### src/rtl/scan_ctrl.sv
// ---------------------------------------------------------------------------
// scan_ctrl -- multiplexed 7-segment display scanner
//
// Walks through up to DIGITS display positions. The position advances once
// per prescaler period of DIV enabled cycles. Masked positions are skipped
// and blanked. Hex data is taken from a display snapshot. That snapshot is
// refreshed from a holding register only at the frame wrap, so a frame
// never mixes old and new data.
//
// Parameters
//   DIGITS : number of multiplexed digits (2..16)
//   DIV    : enabled CLK cycles per digit dwell (>= 2)
//
// Ports
//   CLK   in   clock, all state changes on rising edge
//   RST   in   synchronous active-high reset
//   EN    in   scan enable; low freezes prescaler and scan state
//   DIR   in   0 = ascending index, 1 = descending index
//   MASK  in   [DIGITS]   per-digit enable (0 = skipped and blanked)
//   DATA  in   [4*DIGITS] hex nibbles, digit i = DATA[4i+3:4i]
//   LOAD  in   request to refresh the snapshot from DATA at next frame
//   DIG   out  [DIGITS]   registered active-low one-hot digit drive
//   SEL   out  [clog2(DIGITS)] registered current digit index
//   SEG   out  [7]        registered active-low segments, gfedcba
//   FRAME out  one-cycle pulse when the scan wraps around
// ---------------------------------------------------------------------------
module scan_ctrl #(
    parameter int DIGITS = 8,
    parameter int DIV    = 1000
) (
    input  logic                      CLK,
    input  logic                      RST,
    input  logic                      EN,
    input  logic                      DIR,
    input  logic [DIGITS-1:0]         MASK,
    input  logic [4*DIGITS-1:0]       DATA,
    input  logic                      LOAD,
    output logic [DIGITS-1:0]         DIG,
    output logic [$clog2(DIGITS)-1:0] SEL,
    output logic [6:0]                SEG,
    output logic                      FRAME
);

    localparam int SW = $clog2(DIGITS);
    localparam int PW = $clog2(DIV);

    // ST_WAIT: no digit has been selected yet since reset (first-tick flag).
    // ST_SCAN: normal stepping from the current SEL.
    typedef enum logic {
        ST_WAIT = 1'b0,
        ST_SCAN = 1'b1
    } state_t;

    state_t                state_reg, state_next;
    logic [PW-1:0]         prescale_reg, prescale_next;
    logic [SW-1:0]         sel_reg, sel_next;
    logic [DIGITS-1:0]     dig_reg, dig_next;
    logic [6:0]            seg_reg, seg_next;
    logic                  frame_reg, frame_next;
    logic [4*DIGITS-1:0]   snap_reg, snap_next;
    logic [4*DIGITS-1:0]   hold_reg, hold_next;
    logic                  pending_reg, pending_next;

    logic                  tick;
    logic                  mask_any;
    logic [SW-1:0]         lo_idx;
    logic [SW-1:0]         hi_idx;
    logic [SW-1:0]         step_idx;
    logic [3:0]            snap_nib [DIGITS];

    // Hex to active-low gfedcba.
    function automatic logic [6:0] hex7(input logic [3:0] n);
        logic [6:0] s;
        case (n)
            4'h0:    s = 7'h40;
            4'h1:    s = 7'h79;
            4'h2:    s = 7'h24;
            4'h3:    s = 7'h30;
            4'h4:    s = 7'h19;
            4'h5:    s = 7'h12;
            4'h6:    s = 7'h02;
            4'h7:    s = 7'h78;
            4'h8:    s = 7'h00;
            4'h9:    s = 7'h10;
            4'hA:    s = 7'h08;
            4'hB:    s = 7'h03;
            4'hC:    s = 7'h46;
            4'hD:    s = 7'h21;
            4'hE:    s = 7'h06;
            default: s = 7'h0E;
        endcase
        return s;
    endfunction

    // Index k positions away from cur in the scan direction, modulo DIGITS.
    function automatic logic [SW-1:0] offset_idx(input logic [SW-1:0] cur,
                                                 input int k,
                                                 input logic dn);
        int v;
        if (dn) begin
            v = (int'(cur) + DIGITS - k) % DIGITS;
        end else begin
            v = (int'(cur) + k) % DIGITS;
        end
        return SW'(v);
    endfunction

    // The segment lookup uses the snapshot value that will be current after
    // this edge. Then the first digit of a new frame already shows new data.
    for (genvar gi = 0; gi < DIGITS; gi++) begin : g_nib
        assign snap_nib[gi] = snap_next[4*gi +: 4];
    end

    assign mask_any = |MASK;
    assign tick     = EN && (prescale_reg == PW'(DIV - 1));

    // Prescaler
    always_comb begin
        prescale_next = prescale_reg;
        if (EN) begin
            prescale_next = tick ? '0 : prescale_reg + 1'b1;
        end
    end

    // Candidate indices: lowest and highest enabled digits for the first
    // tick, and the nearest enabled digit in the scan direction for later
    // ticks. The offset loop runs from farthest to nearest, so the last hit
    // is the nearest. Offset DIGITS maps back to sel_reg itself. That makes
    // a single enabled digit select itself, which is treated as a wrap.
    always_comb begin
        lo_idx   = '0;
        hi_idx   = '0;
        step_idx = sel_reg;
        for (int i = DIGITS - 1; i >= 0; i--) begin
            if (MASK[SW'(i)]) begin
                lo_idx = SW'(i);
            end
        end
        for (int i = 0; i < DIGITS; i++) begin
            if (MASK[SW'(i)]) begin
                hi_idx = SW'(i);
            end
        end
        for (int k = DIGITS; k >= 1; k--) begin
            if (MASK[offset_idx(sel_reg, k, DIR)]) begin
                step_idx = offset_idx(sel_reg, k, DIR);
            end
        end
    end

    // Scan FSM, frame detection, snapshot handling and output decode
    always_comb begin
        state_next   = state_reg;
        sel_next     = sel_reg;
        frame_next   = 1'b0;
        snap_next    = snap_reg;
        hold_next    = hold_reg;
        pending_next = pending_reg;
        dig_next     = '1;
        seg_next     = 7'h7F;

        // With every digit masked, nothing moves and no frame is produced.
        if (tick && mask_any) begin
            case (state_reg)
                ST_WAIT: begin
                    sel_next   = DIR ? hi_idx : lo_idx;
                    state_next = ST_SCAN;
                end
                default: begin
                    sel_next   = step_idx;
                    frame_next = DIR ? (step_idx >= sel_reg)
                                     : (step_idx <= sel_reg);
                end
            endcase
        end

        // The transfer uses the holding value from before this cycle. A LOAD
        // that lands on the wrap cycle therefore waits for the next frame.
        if (frame_next && pending_reg) begin
            snap_next    = hold_reg;
            pending_next = 1'b0;
        end
        if (EN && LOAD) begin
            hold_next    = DATA;
            pending_next = 1'b1;
        end

        // Blanking follows MASK every cycle, even while EN is low.
        if (state_next == ST_SCAN && MASK[sel_next]) begin
            dig_next[sel_next] = 1'b0;
            seg_next           = hex7(snap_nib[sel_next]);
        end
    end

    always_ff @(posedge CLK) begin
        if (RST) begin
            state_reg    <= ST_WAIT;
            prescale_reg <= '0;
            sel_reg      <= '0;
            dig_reg      <= '1;
            seg_reg      <= 7'h7F;
            frame_reg    <= 1'b0;
            snap_reg     <= '0;
            hold_reg     <= '0;
            pending_reg  <= 1'b0;
        end else begin
            state_reg    <= state_next;
            prescale_reg <= prescale_next;
            sel_reg      <= sel_next;
            dig_reg      <= dig_next;
            seg_reg      <= seg_next;
            frame_reg    <= frame_next;
            snap_reg     <= snap_next;
            hold_reg     <= hold_next;
            pending_reg  <= pending_next;
        end
    end

    assign DIG   = dig_reg;
    assign SEL   = sel_reg;
    assign SEG   = seg_reg;
    assign FRAME = frame_reg;

endmodule

### config.mk
export PLATFORM = sky130hd
export DESIGN_NAME = scan_ctrl
export DESIGN_NICKNAME = d
export VERILOG_FILES = /design/src/rtl/scan_ctrl.sv
export SDC_FILE = /design/constraint.sdc
export NUM_CORES = 1
export LEC_CHECK = 0
export ABC_CLOCK_PERIOD_IN_PS = 7200
export CORE_MARGIN = 4
export CORE_UTILIZATION = 37
export DETAILED_ROUTE_END_ITERATION = 10
export GPL_TIMING_DRIVEN = 0
export SLEW_MARGIN = 15
export SYNTH_ARGS = -nofsm -noshare
export SYNTH_HDL_FRONTEND = slang
export SYNTH_SLANG_ARGS = --single-unit
### constraint.sdc
create_clock -name CLK -period 7.2 [get_ports CLK]
set_clock_uncertainty 0.15 [all_clocks]
set_input_delay 1.08 -clock CLK [delete_from_list [all_inputs] [get_ports CLK]]
set_output_delay 1.08 -clock CLK [all_outputs]
set_load 0.005 [all_outputs]
* Word-level counts from Yosys, hierarchy flattened
Memory sizes are Yosys's and may differ from the RTL's. A register that Yosys moved wholly into a read port is not among the register bits.
Index checks and enable logic that the tools add are counted.
** Word-level totals
- Register bits :: 88
- Memory bits (read-only) :: 112
- Input port bits :: 45
- Output and inout bits :: 19
- Logic and storage cells :: 109
- Memories :: 1
** Memories
- (no name shown) :: words 16, bits a word 7, rd ports 1, clocked after memory_dff 1, wr ports 0, line 74 : case (n)
** Cells by class
- Add/sub/neg operators :: 17
- Order comparisons :: 13
- Equality and inequality tests :: 1
- Multiplexer cells :: 57
- Bitwise logic cells :: 3
- Reductions and logical operators :: 9
** Operators with widths (count)
- subtractor 32 x 4 -> 32 bit, second input constant :: 4
- two-way mux 3 bit :: 25
- subtractor 32 x 3 -> 32 bit, second input constant :: 2
- less-than comparator 3 x 4 -> 1 bit, second input constant :: 9
- two-way mux 32 bit :: 1
- subtractor 32 x 5 -> 32 bit, second input constant :: 1
- binary-select mux 1 bit (select 3 bit) :: 9
- two-way mux 1 bit :: 17
- adder 3 bit, second input constant :: 4
- binary-select mux 4 bit (select 3 bit) :: 1
- adder 10 x 1 -> 10 bit, second input constant :: 1
- equality test 10 bit, second input constant :: 1
- two-way mux 10 bit :: 1
- two-way mux 4 bit :: 2
- inverter 8 bit :: 1
- OR reduction 8 bit :: 1
- adder 3 x 2 -> 3 bit, second input constant :: 2
- logical AND 1 bit :: 6
- subtractor 5 x 1 -> 6 bit, second input constant :: 1
- adder 3 x 4 -> 5 bit, second input constant :: 1
- greater-or-equal comparator 4 bit, second input constant :: 1
- inverter 3 -> 4 bit :: 1
- adder 3 x 1 -> 3 bit, second input constant :: 1
- demux 1 bit (select 3 bit) :: 1
- other kinds (6) :: 6

* Depth between registers and ports, before layout
Gate-level depths: netlist (run 1).
- Depth in word-level cells :: 22
- Gate-level depth with buffers :: 28
- Mapped depth without buffers :: 25

* Least setup slack after synthesis (run 1)
No wires, ideal clock.
- Path kind :: input to register
- Start :: in DIR
- End :: reg seg_reg[3], in the netlist SEG[3]
- Library setup time :: 0.122 ns
- Data arrival time :: 5.537 ns
- Required time :: 6.928 ns
- Slack :: 1.392 ns
- Stages :: 24
- Buffers on the path :: 3
- Cells stage by stage :: buf_6 > mux2i_2 > xnor2_2 > mux2i_1 > a211oi_2 > a21boi_2 > a221oi_2 > ha_1 > nor2b_1 > o21a_1 > or3_1 > nand3_1 > nand3_1 > buf_2 > buf_2 > mux2i_1 > mux2i_1 > mux2i_1 > mux2i_1 > inv_1 > ha_1 > inv_1 > a211oi_1 > o21ai_1
** Between the ends
- Cells in the longest elaborated chain, start to end :: 20
- Elaborated cells on any way between the ends :: 51
- Classes of those cells :: 2 x order compare; 44 x mux; 2 x bitwise; 3 x reduce/logical
** Ends and longest elaborated chain
- start, declared :: line 34 : input logic DIR,
- two-way mux 3 bit :: line 100 : if (dn) begin
- binary-select mux 1 bit (select 3 bit) :: line 145 : if (MASK[offset_idx(sel_reg, k, DIR)]) begin
- two-way mux 1 bit (implied by the code) :: line 145
- two-way mux 3 bit (8 in series) :: line 145
- <= comparator 3 bit / greater-or-equal comparator 3 bit (equally long branches) :: line 172, 171
- two-way mux 1 bit :: line 171 : frame_next = DIR ? (step_idx >= sel_reg)
- two-way mux 1 bit :: line 164 : case (state_reg)
- two-way mux 1 bit :: line 163 : if (tick && mask_any) begin
- logical AND 1 bit :: line 179 : if (frame_next && pending_reg) begin
- two-way mux 32 bit :: line 179
- binary-select mux 4 bit (select 3 bit) :: line 191 : seg_next = hex7(snap_nib[sel_next]);
- two-way mux 4 bit (implied by the code) (2 in series) :: line 191
- end, declared :: line 58 : logic [6:0] seg_reg, seg_next;
Parallel ways exist; a longest one is shown, timed or not. The select of a mux whose other input is x is not followed.
A chain may end at the register's enable or synchronous reset.

* Final worst setup path (run 1)
- Start :: in DIR
- End :: reg seg_reg[0], in the netlist SEG[0]
The elaborated chain is that of the path after synthesis.

==> results of run 1 <==
cells by family (layout without fill, tap and decap cells):
logic type / after synthesis / in the layout / synth area share [%]
buf+inv: 45 / 119 / 4.89
fa+ha+maj: 12 / 12 / 3.04
mux: 81 / 81 / 17.8
compound gates: 93 / 93 / 13.0
simple gates: 214 / 214 / 19.6
flops: 95 / 95 / 38.5
xor+xnor: 14 / 14 / 3.22
cell usage after synthesis (all sizes together) (2+ instances only):
library cell  count
dfxtp            95
nand2            95
mux2i            69
nor2             52
a21oi            43
nand3            20
clkbuf           19
buf              13
inv              13
ha               12
o21ai            12
mux2              8
nand2b            8
and2              7
and3              7
nor3              7
o211ai            7
xnor2             7
xor2              6
a211oi            5
o221ai            5
a21boi            4
mux4              4
nand4             4
nand3b            3
or2               3
a21o              2
a22oi             2
a31oi             2
nor2b             2
nor3b             2
through the flow:
step | cells | utilization, %
6_report | 800 | 47.3
5_1_grt | 800 | 47.3
4_1_cts | 800 | 47.2
3_5_place_dp | 788 | 45.0
3_3_place_gp | 788 | 45.0
2_1_floorplan | 554 | -
metal layers:
| layer | part of all wire (%) | wire length (µm) | vias to the layer above | track usage [%] |
|---|---|---|---|---|
| li1 | - | - | 2072 | - |
| met1 | 47 | 5660 | 1940 | 20.9 |
| met2 | 48 | 5790 | 82 | 28.4 |
| met3 | 4.1 | 501 | 16 | 3.61 |
| met4 | 1.5 | 180 | 0 | 4.78 |
| met5 | 0 | 0 | - | 0 |
where the power goes:
group          switching [mW]  internal (mW)  total, mW
Clock                   0.184          0.270      0.454
Combinational          0.0560         0.0522      0.108
Sequential            0.00590          0.535      0.541
Total                   0.246          0.857       1.10
area by class of cell:
cell class | instances | area, µm²
fillers | 1263 | 6760
multi-input cells | 414 | 2800
flip-flops and latches | 95 | 1900
repair buffers | 62 | 621
clock buffers | 10 | 239
well taps | 172 | 215
plain buffers | 32 | 194
inverters | 13 | 53.8
clock inverters | 2 | 35.0
final timing paths:
kind / from / end / slack, ps / depth (start not counted)
worst min register to register: hold_reg[0] / hold_reg[0] / 310 / 2
worst min-delay path: hold_reg[0] / hold_reg[0] / 310 / 2
worst max-delay path: DIR / SEG[0] / 400 / 26
worst max register to register: SEL[0] / SEG[0] / 630 / 27
worst min-delay path: cells and delay by family, from the launching register on:
kind / cells / cell delay (ps)
AND/OR/NAND/NOR: 1 / 50
flip-flops: 1 / 310
AO/OA/AOI/OAI: 1 / 50
what timing repair did:
action,4_1_cts,5_1_grt
endpoints found under the setup margin,0,5
hold buffers,0,0
setup buffers,0,0
gates resized for setup,0,7
==> flow_summary.json, run 1 <==
{
  "outcome": "complete, no violations",
  "syn_nets": 611,
  "fin_crit_ps": 6800,
  "die_y_um": 124,
  "cp-start-kind": "input pin",
  "fin_setup_tns_ps": 0,
  "final_max_slew_viol_count": 0,
  "cts_htree_levels": 3,
  "hold_slack_ps": 306,
  "die_w_um": 124,
  "wirelength_mm": 12.1,
  "coreArea_um2": 12800,
  "wire_per_inst_um": 15.2,
  "netlist-cell-type-count": 70,
  "mostFrequentLayoutCells": "dfxtp_1 (95), nand2_1 (94), mux2i_1 (66), clkdlybuf4s50_1 (62), nor2_1 (51)",
  "clk-insertion-delay-late_ps": 330,
  "clock-root-buffer": "clkbuf_16",
  "drt_first_iter_violations": 274,
  "syn_inst": 554,
  "ys_seq_area_share_pct": 38.5,
  "path_buf_inv": 6,
  "rsz0062_at_grt": "false",
  "synth_area_leaders": "dfxtp_1 (39%), mux2i_1 (14%), nand2_1 (7.1%)",
  "yosysTopAreaCellShare_pct": 38.5,
  "first_global_vias": 4218,
  "vdd_drop_max_mv": 0.0848,
  "synth-seq-cells": 95,
  "synthArstFlopShare_pct": 0,
  "grt_max_degree": 14,
  "synth-main-ff-cell": "dfxtp_1",
  "grt_pass1_wl_mm": 20.0,
  "fin_nets": 684,
  "max_freq_ghz": 0.147,
  "antenna_cells": 0,
  "arrival_ps": 6910,
  "hp-class": "flip-flop to flip-flop",
  "clk_pin_slew_ps": 60,
  "cts_made_buffers": 9,
  "area_growth_pct": 22.7,
  "cts_tree": "built",
  "yosysWarnings": 0,
  "dp_hpwl_mm": 9.42,
  "cellPowerDensity_nw_per_um2": 182,
  "fin_ws_ps": 398,
  "cts_max_path_buffers": 2,
  "hold_violations": 0,
  "start_util_pct": 38.5,
  "maxSlewHeadroom_pct": 37.4,
  "overflow": 0,
  "cts_sinks": 95,
  "fp-row-count": 41,
  "worst_pin_slew_ps": 938,
  "ant_nets": 0,
  "cp_common_cell": "mux2i_1",
  "drt_pass1_iterations": 4,
  "cap_violations": 0,
  "crit_path_top_delay_cell": "clkdlybuf4s50_1",
  "synth_area_leader_cell": "dfxtp_1",
  "io_pins": 64,
  "final_area_um2": 6060,
  "final_common_cell": "dfxtp_1",
  "die_area_um2": 15300,
  "finalCritPeriodShare_pct": 94.5,
  "cp_top_family": "compound AO/OA/AOI/OAI gates",
  "gp_congestion": 0.803,
  "drcViolationCount": 0,
  "p_leak_nw": 2.47,
  "grt_usage_pct": 16.6,
  "critPathMaxFanout": 10,
  "placed_cell_area_um2": 5780,
  "critical_path_class": "input pin to flip-flop",
  "post_synth.cell_area_avg_um2": 8.92,
  "synth_edf_count": 0,
  "setup.worst_path.end_class": "flip-flop",
  "p_total_mw": 1.10,
  "critPathRequiredTime_ps": 7300,
  "synth_area_um2": 4940,
  "antenna_found_initial": 0,
  "worst_path_largest_cell_delay_ps": 550,
  "drive_above_1_share_pct": 9.55,
  "portBuffers": 62,
  "setup_viol": 0,
  "pre_cts_ws_ps": -153,
  "vias": 4110,
  "vias_per_cell": 5.14
}
No activity file was read; power rests on OpenSTA's default activity.
==> run 2, diff against run 1 <==
Settings changed: ABC_CLOCK_PERIOD_IN_PS 7200 to 7400.
Clock period 7.2 ns to 7.4 ns, I/O delays scaled along.
==> flow_summary.json, run 2 (same netlist as run 1, synthesis figures left out) <==
{
  "antenna_cells": 0,
  "vias": 4111,
  "cts_htree_levels": 3,
  "cap_violations": 0,
  "drive_above_1_share_pct": 9.24,
  "cts_made_buffers": 9,
  "drt_pass1_iterations": 4,
  "coreArea_um2": 12800,
  "maxSlewHeadroom_pct": 36.7,
  "fp-row-count": 41,
  "final-instance-count-excl-fill": 800,
  "fin_nets": 684,
  "netSwitchingPower_mw": 0.241,
  "hp-class": "flip-flop to flip-flop",
  "first_global_vias": 4218,
  "wirelength_mm": 12.1,
  "hold_slack_ps": 306,
  "clock-root-buffer": "clkbuf_16",
  "drt_first_iter_violations": 274,
  "mostFrequentLayoutCells": "dfxtp_1 (95), nand2_1 (94), mux2i_1 (67), clkdlybuf4s50_1 (62), nor2_1 (51)",
  "vias_per_cell": 5.14,
  "cts_hold_buf": 0,
  "die_w_um": 124,
  "fin_crit_ps": 6880,
  "start_util_pct": 38.5,
  "fin_util_pct": 47.2,
  "clk-insertion-delay-late_ps": 340,
  "post_cts_buffers": 0,
  "p_comb_share_pct": 9.8,
  "r2r_slack_ps": 800,
  "grt_pass1_wl_mm": 20.0,
  "setup_viol": 0,
  "rsz0062_at_grt": "false",
  "power.share.sequential_pct": 49.0,
  "io_pins": 64,
  "met3WireLength_um": 589,
  "topRoutingLayerUsed": "met4",
  "cellPowerDensity_nw_per_um2": 178,
  "grt_max_degree": 14,
  "worst_pin_slew_ps": 947,
  "internal_power_mw": 0.834,
  "cp_common_cell": "mux2i_1",
  "portBuffers": 62,
  "setup.worst_path.end_class": "flip-flop",
  "antenna_found_initial": 0,
  "p_leak_nw": 2.47,
  "ff_latch_area_um2": 1900,
  "hold_violations": 0,
  "area_growth_pct": 22.6,
  "cp_top_family": "compound AO/OA/AOI/OAI gates",
  "ant_nets": 0,
  "drcViolationCount": 0,
  "crit_start": "DIR",
  "cts_tree": "built",
  "dp.cells": 788,
  "grt_usage_pct": 16.6,
  "dp_hpwl_mm": 9.42,
  "m1WireLength_mm": 5.53,
  "outcome": "complete, no violations",
  "num-fill-cells": 1264,
  "cp-start-kind": "input pin",
  "cts_max_path_buffers": 2,
  "die_area_um2": 15300,
  "wl_met2_mm": 5.86,
  "cts_sinks": 95,
  "final_common_cell": "dfxtp_1",
  "p_sw_share_pct": 22.4,
  "clk_pin_slew_ps": 60,
  "finalCritPeriodShare_pct": 93.0,
  "critPathMaxFanout": 10,
  "fin_setup_tns_ps": 0,
  "multi_input_area_um2": 2800,
  "worst_path_largest_cell_delay_ps": 550,
  "timing.rr.start": "SEL[0]",
  "die_y_um": 124,
  "clockPowerShare_pct": 41.3,
  "critical_path_class": "input pin to flip-flop",
  "wire_per_inst_um": 15.2,
  "path_buf_inv": 6,
  "hold_path_startpoint": "hold_reg[0]",
  "final_max_slew_viol_count": 0,
  "gp_congestion": 0.803,
  "vdd_drop_max_mv": 0.0824,
  "overflow": 0,
  "max_freq_ghz": 0.145,
  "arrival_ps": 6990,
  "critPathRequiredTime_ps": 7510,
  "crit_path_top_delay_cell": "clkdlybuf4s50_1"
}
run 2: cell count changes in the layout (fill, tap and decap cells not counted):
| cell | delta |
|---|---|
| buf_2 | +1 |
| buf_4 | -1 |
| clkbuf_1 | +1 |
| clkbuf_2 | -1 |
| mux2i_1 | +1 |
| mux2i_2 | -1 |
run 2: per-layer routing:
layer | GRT usage, % | vias up
li1 | - | 2074
met1 | 20.9 | 1930
met2 | 28.4 | 93
met3 | 3.61 | 14
met4 | 4.78 | 0
met5 | 0 | -
run 2: worst reg2reg max path, stage by stage (launching register included):
cell,delay (ps)
dfxtp_1,520
buf_6,210
inv_1,110
ha_1,370
xnor2_1,420
nor2_1,130
mux2i_1,250
nor3b_1,260
o21ai_1,100
a221oi_2,370
ha_1,310
nor2b_1,130
o21a_1,170
o21ai_0,140
nand3_1,140
nand3_1,240
buf_2,360
clkbuf_4,350
mux2i_1,290
mux2i_1,110
a22o_1,240
a21o_1,240
inv_1,140
ha_1,200
inv_1,80
a21oi_1,250
mux2i_1,120
o2111ai_1,100
run 2: power by group through the flow:
| stage | Clock, mW | Sequential (mW) | Combinational (mW) |
|---|---|---|---|
| 4_1_cts | 0.452 | 0.526 | 0.105 |
| 2_1_floorplan | 0 | 0.535 | 0.0619 |
| 5_1_grt | 0.473 | 0.527 | 0.116 |
| 3_5_place_dp | 0 | 0.538 | 0.105 |
| 6_report | 0.444 | 0.526 | 0.105 |
| 3_3_place_gp | 0 | 0.538 | 0.102 |
run 2: worst paths after layout:
kind | end | cells past startpoint
worst max-delay path | SEG[0] | 26
worst min-delay path | hold_reg[0] | 2
worst max register to register | SEG[0] | 27
worst min register to register | hold_reg[0] | 2
run 2: area by class of cell:
cell class | count | area share [%]
multi-input combinational | 414 | 46.2
sequential | 95 | 31.4
timing repair buffer | 62 | 10.2
clock buffer | 10 | 3.95
tap | 172 | 3.55
buffer | 32 | 3.14
inverter | 13 | 0.888
clock inverter | 2 | 0.579
run 2: through the flow:
stage,setup slack (ps),area (µm²),total power [mW]
2_1_floorplan,1560,4940,0.597
3_3_place_gp,207,5780,0.639
3_5_place_dp,17.3,5780,0.642
4_1_cts,350,6050,1.08
5_1_grt,30.2,6060,1.12
6_report,521,6060,1.07
run 2: repair_timing:
action                                  4_1_cts  5_1_grt
hold endpoints to repair                      0        0
endpoints found under the setup margin        0        2
gates resized for setup                       0        2
==> run 3, diff against run 2 <==
Settings changed: SETUP_SLACK_MARGIN from default to 0.1.
==> flow_summary.json, run 3 (same netlist as run 1, synthesis figures left out) <==
{
  "drt_first_iter_violations": 274,
  "vias_per_cell": 5.15,
  "placed_cell_area_um2": 5780,
  "fp-row-count": 41,
  "dp_hpwl_mm": 9.42,
  "coreArea_um2": 12800,
  "clk-insertion-delay-late_ps": 330,
  "setup_viol": 0,
  "wire_per_inst_um": 15.2,
  "cts_tree": "built",
  "critPathRequiredTime_ps": 7500,
  "fin_crit_ps": 6840,
  "fin_util_pct": 47.2,
  "hold_violations": 0,
  "drt_pass1_iterations": 6,
  "fin_nets": 684,
  "vias": 4116,
  "grt_usage_pct": 16.6,
  "die_area_um2": 15300,
  "cts_made_buffers": 9,
  "finalCritPeriodShare_pct": 92.5,
  "antenna_cells": 0,
  "grt_max_degree": 14,
  "rsz0062_at_grt": "false",
  "critPathMaxFanout": 10,
  "gp_congestion": 0.803,
  "p_leak_nw": 2.47,
  "cp-start-kind": "input pin",
  "cts_htree_levels": 3,
  "grt_pass1_wl_mm": 20.0,
  "clock-root-buffer": "clkbuf_16",
  "hp-class": "flip-flop to flip-flop",
  "r2r_slack_ps": 840,
  "worst_pin_slew_ps": 947,
  "timing.rr.start": "SEL[0]",
  "area_growth_pct": 22.6,
  "ant_nets": 0,
  "r2r_end": "SEG[0]",
  "first_global_vias": 4218,
  "fin_setup_tns_ps": 0,
  "outcome": "complete, no violations",
  "hold_end": "hold_reg[0]",
  "max_freq_ghz": 0.146,
  "dp.cells": 788,
  "maxSlewHeadroom_pct": 36.7,
  "mostFrequentLayoutCells": "dfxtp_1 (95), nand2_1 (94), mux2i_1 (67), clkdlybuf4s50_1 (62), nor2_1 (51)",
  "io_pins": 64,
  "clk_pin_slew_ps": 60,
  "cap_violations": 0,
  "critical_path_class": "input pin to flip-flop",
  "wirelength_mm": 12.1,
  "cts_hold_buf": 0,
  "final_common_cell": "dfxtp_1",
  "overflow": 0,
  "hold_slack_ps": 306,
  "antenna_found_initial": 0,
  "drcViolationCount": 0,
  "final_max_slew_viol_count": 0,
  "setup.worst_path.end_class": "flip-flop",
  "hold_path_startpoint": "hold_reg[0]",
  "cellPowerDensity_nw_per_um2": 177,
  "portBuffers": 62,
  "die_y_um": 124,
  "final_area_um2": 6060,
  "whs_path_depth": 2,
  "cts_max_path_buffers": 2,
  "arrival_ps": 6950,
  "num-fill-cells": 1263,
  "cts_sinks": 95,
  "die_w_um": 124,
  "final-instance-count-excl-fill": 800,
  "drive_above_1_share_pct": 9.24,
  "start_util_pct": 38.5,
  "vdd_drop_max_mv": 0.0824,
  "r2r_cells": 27
}
[run 3: cell type report]
| cell class | instances | area, µm² | area share, % |
|---|---|---|---|
| clock inverter | 2 | 35.0 | 0.578 |
| clock buffer | 10 | 239 | 3.94 |
| sequential | 95 | 1900 | 31.4 |
| inverter | 13 | 53.8 | 0.888 |
| tap | 172 | 215 | 3.55 |
| buffer | 32 | 193 | 3.18 |
| timing repair buffer | 62 | 621 | 10.2 |
| multi-input combinational | 414 | 2800 | 46.2 |
[run 3: worst max-delay path by stage]
stage	from	slack, ps	depth (start not counted)	to
2_1_floorplan	DIR	1560	24	SEG[3]
3_3_place_gp	DIR	210	25	SEG[3]
3_5_place_dp	DIR	20	24	SEG[3]
4_1_cts	DIR	350	24	SEG[3]
5_1_grt	DIR	110	26	SEG[0]
6_report	DIR	560	26	SEG[0]
[run 3: power breakdown]
| part | switching [mW] | leakage, nW | internal, mW |
|---|---|---|---|
| logic | 0.0541 | 1.56 | 0.0506 |
| registers | 0.00575 | 0.770 | 0.521 |
| clock network | 0.181 | 0.136 | 0.263 |
| total | 0.241 | 2.47 | 0.834 |
[run 3: stage by stage]
stage	power, mW	setup slack [ps]
floorplan	0.597	1560
global placement	0.639	207
detailed placement	0.642	17.3
CTS	1.08	350
global route	1.12	107
finish	1.07	556
[run 3: metal layers]
layer | global-route usage (%) | up-vias | part of all wire (%)
li1 | - | 2074 | -
met1 | 20.9 | 1938 | 46
met2 | 28.4 | 88 | 48
met3 | 3.61 | 16 | 4.7
met4 | 4.78 | 0 | 1.5
met5 | 0 | - | 0
[run 3: what timing repair did]
item / in CTS / in global routing
setup endpoints to repair: 0 / 5
resized for setup: 0 / 3
setup buffers: 0 / 0
[run 3: worst max-delay path, cell delays in order]
cell and delay (ps):
clkdlybuf4s50_1 550, buf_6 180, mux2i_2 270, xnor2_2 240, mux2_1 380, o21ai_1 180
a21boi_2 80, a221oi_2 370, ha_1 310, nor2b_1 130, o21a_1 170, or3_1 300
nand3_1 130, nand3_1 230, clkbuf_4 300, clkbuf_4 260, mux2i_1 250, mux2i_1 110
a22o_1 240, a21o_1 240, inv_1 140, ha_1 200, inv_1 80, a21oi_1 250
mux2i_1 120, o2111ai_1 100
